[config.mk]
export PLATFORM = sky130hd
export DESIGN_NAME = matmul_host_if_flat
export DESIGN_NICKNAME = d
export VERILOG_FILES = /design/src/rtl/matmul_host_if_if.sv /design/src/rtl/matmul_host_if.sv /design/src/flat_wrapper.sv
export SDC_FILE = /design/constraint.sdc
export NUM_CORES = 1
export LEC_CHECK = 0
export BUFFER_PORTS_ARGS = -buffer_cell sky130_fd_sc_hd__buf_2
export CAP_MARGIN = 5
export CORE_UTILIZATION = 40
export CTS_CLUSTER_DIAMETER = 40
export DETAILED_ROUTE_END_ITERATION = 7
export SLEW_MARGIN = 25
export SYNTH_ARGS = -nofsm -noshare
export SYNTH_HDL_FRONTEND = slang
export SYNTH_SLANG_ARGS = --single-unit
[constraint.sdc]
create_clock -name clock -period 5.87 [get_ports clock]
set_clock_uncertainty 0.15 [all_clocks]
set_input_delay 1.174 -clock clock [delete_from_list [all_inputs] [get_ports clock]]
set_output_delay 1.174 -clock clock [all_outputs]
set_load 0.01 [all_outputs]
[src/rtl/matmul_host_if_if.sv]
// matmul_host_if_if: operand input stream and result output stream
// between a host and matmul_host_if.
interface matmul_host_if_if #(
    parameter int DATA_WIDTH = 32
) ();
    logic                  in_valid;
    logic                  in_ready;
    logic [DATA_WIDTH-1:0] in_data;
    logic                  out_valid;
    logic                  out_ready;
    logic [DATA_WIDTH-1:0] out_data;
    logic                  out_last;

    modport master (
        output in_valid, in_data, out_ready,
        input  in_ready, out_valid, out_data, out_last
    );

    modport slave (
        input  in_valid, in_data, out_ready,
        output in_ready, out_valid, out_data, out_last
    );
endinterface

[src/rtl/matmul_host_if.sv]
// matmul_host_if: loads X then Y into the operand BRAMs, starts the core,
// then streams Z out of its BRAM through a 2-entry output FIFO.
module matmul_host_if #(
    parameter int DATA_WIDTH  = 32,
    parameter int ADDR_WIDTH  = 12,
    parameter int VECTOR_SIZE = 64
) (
    input  logic                  clock,
    input  logic                  reset,
    matmul_host_if_if.slave       host,
    output logic                  busy,
    output logic [DATA_WIDTH-1:0] x_din,
    output logic [ADDR_WIDTH-1:0] x_wr_addr,
    output logic                  x_wr_en,
    output logic [DATA_WIDTH-1:0] y_din,
    output logic [ADDR_WIDTH-1:0] y_wr_addr,
    output logic                  y_wr_en,
    output logic                  start,
    input  logic                  done,
    output logic [ADDR_WIDTH-1:0] z_rd_addr,
    input  logic [DATA_WIDTH-1:0] z_dout
);
    localparam int N  = VECTOR_SIZE * VECTOR_SIZE;
    localparam int CW = ADDR_WIDTH + 1;
    localparam logic [CW-1:0] LAST   = CW'(N - 1);
    localparam logic [CW-1:0] NWORDS = CW'(N);
    localparam logic [CW-1:0] ONE    = CW'(1);

    typedef enum logic [2:0] {
        S_LOAD_X,
        S_LOAD_Y,
        S_START,
        S_WAIT,
        S_DRAIN
    } state_t;

    state_t state, state_n;

    logic [CW-1:0]         cnt;
    logic [CW-1:0]         rd_cnt;
    logic                  wait_armed;
    logic                  rd_pend;
    logic                  rd_pend_last;
    logic [DATA_WIDTH-1:0] fifo_data [2];
    logic [1:0]            fifo_last;
    logic                  wr_ptr;
    logic                  rd_ptr;
    logic [1:0]            occ;

    logic       accept;
    logic       last_word;
    logic       pop;
    logic       push;
    logic       issue;
    logic [2:0] demand;

    assign host.in_ready  = (state == S_LOAD_X) || (state == S_LOAD_Y);
    assign host.out_valid = (occ != 2'd0);
    assign host.out_data  = fifo_data[rd_ptr];
    assign host.out_last  = host.out_valid && fifo_last[rd_ptr];

    assign accept    = host.in_valid && host.in_ready;
    assign last_word = (cnt == LAST);
    assign pop       = host.out_valid && host.out_ready;
    assign push      = rd_pend;

    // Reads in flight count against FIFO space so a returning word
    // always has a slot, even under full backpressure.
    assign demand = {1'b0, occ} + {2'b00, rd_pend};
    assign issue  = (state == S_DRAIN) && (rd_cnt < NWORDS)
                 && (demand < (3'd2 + {2'b00, pop}));

    assign z_rd_addr = rd_cnt[ADDR_WIDTH-1:0];
    assign start     = (state == S_START);
    assign busy      = !((state == S_LOAD_X) && (cnt == '0));

    always_comb begin
        state_n = state;
        unique case (state)
            S_LOAD_X: if (accept && last_word) state_n = S_LOAD_Y;
            S_LOAD_Y: if (accept && last_word) state_n = S_START;
            S_START:  state_n = S_WAIT;
            S_WAIT:   if (wait_armed && done) state_n = S_DRAIN;
            S_DRAIN:  if (pop && host.out_last) state_n = S_LOAD_X;
            default:  state_n = S_LOAD_X;
        endcase
    end

    always_ff @(posedge clock) begin
        if (reset) state <= S_LOAD_X;
        else       state <= state_n;
    end

    always_ff @(posedge clock) begin
        if (reset) begin
            cnt        <= '0;
            wait_armed <= 1'b0;
            x_din      <= '0;
            x_wr_addr  <= '0;
            x_wr_en    <= 1'b0;
            y_din      <= '0;
            y_wr_addr  <= '0;
            y_wr_en    <= 1'b0;
        end else begin
            x_wr_en <= accept && (state == S_LOAD_X);
            y_wr_en <= accept && (state == S_LOAD_Y);
            if (accept) begin
                cnt <= last_word ? '0 : cnt + ONE;
                if (state == S_LOAD_X) begin
                    x_din     <= host.in_data;
                    x_wr_addr <= cnt[ADDR_WIDTH-1:0];
                end else begin
                    y_din     <= host.in_data;
                    y_wr_addr <= cnt[ADDR_WIDTH-1:0];
                end
            end
            // Low in the first WAIT cycle so a leftover done is ignored.
            wait_armed <= (state == S_WAIT);
        end
    end

    always_ff @(posedge clock) begin
        if (reset) begin
            rd_cnt       <= '0;
            rd_pend      <= 1'b0;
            rd_pend_last <= 1'b0;
            fifo_data[0] <= '0;
            fifo_data[1] <= '0;
            fifo_last    <= 2'b00;
            wr_ptr       <= 1'b0;
            rd_ptr       <= 1'b0;
            occ          <= 2'd0;
        end else begin
            rd_pend      <= issue;
            rd_pend_last <= issue && (rd_cnt == LAST);
            if (issue) rd_cnt <= rd_cnt + ONE;
            if (push) begin
                fifo_data[wr_ptr] <= z_dout;
                fifo_last[wr_ptr] <= rd_pend_last;
                wr_ptr            <= ~wr_ptr;
            end
            if (pop) rd_ptr <= ~rd_ptr;
            occ <= occ + {1'b0, push} - {1'b0, pop};
            if (pop && host.out_last) begin
                rd_cnt <= '0;
                wr_ptr <= 1'b0;
                rd_ptr <= 1'b0;
                occ    <= 2'd0;
            end
        end
    end
endmodule

[src/flat_wrapper.sv]
// flat-port wrapper written by rule: the top's interface ports become plain ports
module matmul_host_if_flat 
#(
    parameter int DATA_WIDTH  = 32,
    parameter int ADDR_WIDTH  = 12,
    parameter int VECTOR_SIZE = 64
)
  (clock, reset, busy, x_din, x_wr_addr, x_wr_en, y_din, y_wr_addr, y_wr_en, start, done, z_rd_addr, z_dout, host_in_valid, host_in_data, host_out_ready, host_in_ready, host_out_valid, host_out_data, host_out_last);
  matmul_host_if_if #(.DATA_WIDTH(DATA_WIDTH)) host_i ();
  input  logic clock;
  input  logic reset;
  output logic busy;
  output logic [DATA_WIDTH-1:0] x_din;
  output logic [ADDR_WIDTH-1:0] x_wr_addr;
  output logic x_wr_en;
  output logic [DATA_WIDTH-1:0] y_din;
  output logic [ADDR_WIDTH-1:0] y_wr_addr;
  output logic y_wr_en;
  output logic start;
  input  logic done;
  output logic [ADDR_WIDTH-1:0] z_rd_addr;
  input  logic [DATA_WIDTH-1:0] z_dout;
  input wire logic [$bits(host_i.in_valid)-1:0] host_in_valid;
  input wire logic [$bits(host_i.in_data)-1:0] host_in_data;
  input wire logic [$bits(host_i.out_ready)-1:0] host_out_ready;
  output wire logic [$bits(host_i.in_ready)-1:0] host_in_ready;
  output wire logic [$bits(host_i.out_valid)-1:0] host_out_valid;
  output wire logic [$bits(host_i.out_data)-1:0] host_out_data;
  output wire logic [$bits(host_i.out_last)-1:0] host_out_last;
  assign host_i.in_valid = host_in_valid;
  assign host_i.in_data = host_in_data;
  assign host_i.out_ready = host_out_ready;
  assign host_in_ready = host_i.in_ready;
  assign host_out_valid = host_i.out_valid;
  assign host_out_data = host_i.out_data;
  assign host_out_last = host_i.out_last;
  matmul_host_if #(.DATA_WIDTH(DATA_WIDTH), .ADDR_WIDTH(ADDR_WIDTH), .VECTOR_SIZE(VECTOR_SIZE)) u_core (.clock(clock), .reset(reset), .host(host_i), .busy(busy), .x_din(x_din), .x_wr_addr(x_wr_addr), .x_wr_en(x_wr_en), .y_din(y_din), .y_wr_addr(y_wr_addr), .y_wr_en(y_wr_en), .start(start), .done(done), .z_rd_addr(z_rd_addr), .z_dout(z_dout));
endmodule
==> impl_metrics.yaml <==
placed_design:
  port-buffer-count: 207
  dp_hpwl_um: 12000
  dp_cells: 1217
  gp_congestion: 0.782
die:
  rows: 50
  ios: 208
  die_y_um: 142
  die_w_um: 142
  core-area_sq_um: 18900
  dieArea_sq_um: 20100
  start_util_pct: 41.3
synthesis:
  synth_top_family_by_area: "simple AND/OR/NAND/NOR gates"
  syn_nets: 880
  ys_seq_area_share_pct: 57.8
  synthMuxAreaShare_pct: 4.89
  yosysWarnings: 0
  synth_xor_area_share_pct: 1.35
  synth_cell_types: 45
  async_reset_ff_share_pct: 0
  synth_compound_area_share_pct: 9.16
  synthSimpleGateAreaFrac_pct: 21.2
  syn_area_sq_um: 7800
  ys.flop_type: "dfxtp_1"
  synth_fa_ha_area_share_pct: 1.12
  syn_avg_cell_area_sq_um: 9.70
  synth.ff_latch_count: 193
  synth-edff-count: 64
  syn_inst: 804
setup_path:
  crit_path_start_kind: "flop"
  required_ps: 4550
  critPathKind: "reg -> out"
  path_delay_family: "simple AND/OR/NAND/NOR gates"
  path_cells: "nor4_1, and3_1, nand4_1, buf_2"
  cp-end-kind: "output pin"
  slowest_delay_ps: 400
  crit_slowest_cell: "nor4_1"
  crit_buf_inv: 1
  cp.arrival_ps: 1700
  cp_max_fo: 7
sta:
  setup_violations: 0
  setup-tns-final_ps: 0
  whs_ps: 302
  max_slew_margin_pct: 34.5
  min_period_ps: 3030
  finalMaxSlewViolations: 0
  max_freq_mhz: 330
  finalCritPeriodShare_pct: 51.6
  tightest_slew_ps: 982
  hold_viol_final: 0
  grt_setup_unrepaired: "no"
finish:
  num_antenna_cells: 0
  instances_no_fill: 1250
  final_nets: 1053
  drive_gt1_share_pct: 29.5
  layout_commonest_cell: "buf_2"
  layout_common_cells: "buf_2 (206), nand2_1 (193), dfxtp_1 (129)"
  area_growth_pct: 22.5
  multiInputGateArea_sq_um: 2970
  fillers: 1869
  final_core_util_pct: 50.5
  seqCellArea_sq_um: 4500
run:
  cap_violations: 0
clocking:
  cts_tree: "yes"
  clk_latency_ps: 420
  htree_levels: 4
  cts_hold_buffers: 0
  clk_pin_slew_worst_paths_ps: 70
  clock_sinks: 193
  numCtsBuffers: 17
  post_cts_buffers: 0
  cts_buffer_depth: 2
  cts_root_buf: "clkbuf_16"
  post_cts_resized: 0
power_and_ir_drop:
  power_density_nw_per_um2: 294
  p_clk_share_pct: 40.8
  p_seq_share_pct: 50.8
  cell_internal_pwr_mw: 2.11
  p_total_mw: 2.81
  leakagePower_nw: 3.99
  switching_power_mw: 0.691
  switching_share_pct: 24.6
  comb_power_share_pct: 8.4
  peakVddDrop_mv: 0.224
global_routing:
  grtUsageTotal_pct: 18.9
  first_global_vias: 5833
  grt_max_degree: 71
  overflow: 0
  grt_pass1_wl_um: 29700
  grt_antenna_before_repair: 0
routing:
  vias: 6119
  routed_wl_um: 18600
  vias_per_cell: 4.90
  drtIter0Drc: 241
  drc: 0
  detail-route-antenna-nets: 0
  wire_per_inst_um: 14.8
  firstDrtPassIters: 4
hold_path:
  hold_path_class: "reg -> reg"
run_status:
  outcome: "completed"
Yosys cell counts (8+ instances only):
cell / count / area share [%]
nand2_1: 193 / 9.3
dfxtp_1: 129 / 33
a21oi_1: 104 / 6.7
and2_1: 67 / 5.4
edfxtp_1: 64 / 25
clkbuf_1: 39 / 1.9
mux2_2: 33 / 4.8
nor2_1: 27 / 1.3
inv_1: 15 / 0.72
buf_4: 12 / 1.2
nand3_1: 12 / 0.77
o31ai_1: 9 / 0.87
o21ai_0: 8 / 0.51
or4_1: 8 / 0.77
xnor2_1: 8 / 0.90
worst register-to-register path, stage by stage (launching register included):
cell     delay, ps
dfxtp_1        380
ha_1           230
ha_1           200
or2_2          320
or4_4          560
or4_1          480
a21oi_1        160
sequential cells by signal, indices dropped and copies added (netlist names), named ones only:
register,flops
u_core.fifo_data,64
u_core.x_din,32
u_core.y_din,32
u_core.cnt,13
u_core.rd_cnt,13
u_core.x_wr_addr,12
u_core.y_wr_addr,12
u_core.state,3
u_core.fifo_last,2
u_core.occ,2
u_core.push,1
u_core.rd_pend_last,1
u_core.rd_ptr,1
u_core.wait_armed,1
u_core.wr_ptr,1
u_core.x_wr_en,1
u_core.y_wr_en,1
routing by layer:
metal / track usage, % / vias to the layer above / routed length (um)
met5: 0 / - / 0
met4: 6.73 / 0 / 335
met3: 5.94 / 22 / 1270
met2: 31.3 / 163 / 8670
met1: 23.1 / 2879 / 8280
li1: - / 3055 / -
power groups by stage:
stage | Clock [mW] | Combinational [mW] | Sequential, mW
6_report | 1.14 | 0.236 | 1.43
5_1_grt | 1.22 | 0.262 | 1.43
4_1_cts | 1.17 | 0.238 | 1.43
3_5_place_dp | 0 | 0.236 | 1.46
3_3_place_gp | 0 | 0.236 | 1.46
2_1_floorplan | 0 | 0.139 | 1.46
final cells by class:
class,instances,area share (%)
flip-flops and latches,193,47.2
clock inverters,14,1.56
multi-input cells,535,31.1
clock buffers,18,4.49
well taps,260,3.41
inverters,15,0.590
repair buffers,215,11.7
per-stage QoR:
stage / cell area, sq um / setup WS [ps]
after floorplan: 7800 / 2940
after global placement: 8940 / 2420
after detailed placement: 8940 / 2400
after CTS: 9520 / 2830
after global routing: 9550 / 2740
final: 9550 / 2840
final timing paths:
kind	start	end	slack, ps	cells after the start
max	u_core.cnt[6]$_SDFFE_PP0N_	busy	2840	4
min	u_core.y_din[12]$_SDFFE_PP0P_	u_core.y_din[12]$_SDFFE_PP0P_	300	2
max reg2reg	u_core.push$_SDFF_PP0_	u_core.rd_cnt[9]$_SDFFE_PP0P_	3320	6
min reg2reg	u_core.y_din[12]$_SDFFE_PP0P_	u_core.y_din[12]$_SDFFE_PP0P_	300	2
cell families (layout without fill, tap and decap cells):
| group | count (synthesis) | after routing |
|---|---|---|
| and+or+nand+nor | 350 | 350 |
| DFF | 193 | 193 |
| AOI/OAI and AO/OA | 132 | 132 |
| buffers and inverters | 76 | 262 |
| muxes | 34 | 34 |
| xor gates and xnor gates | 12 | 12 |
| adders and majority gates | 7 | 7 |
Power figures use the tool's default switching activity.
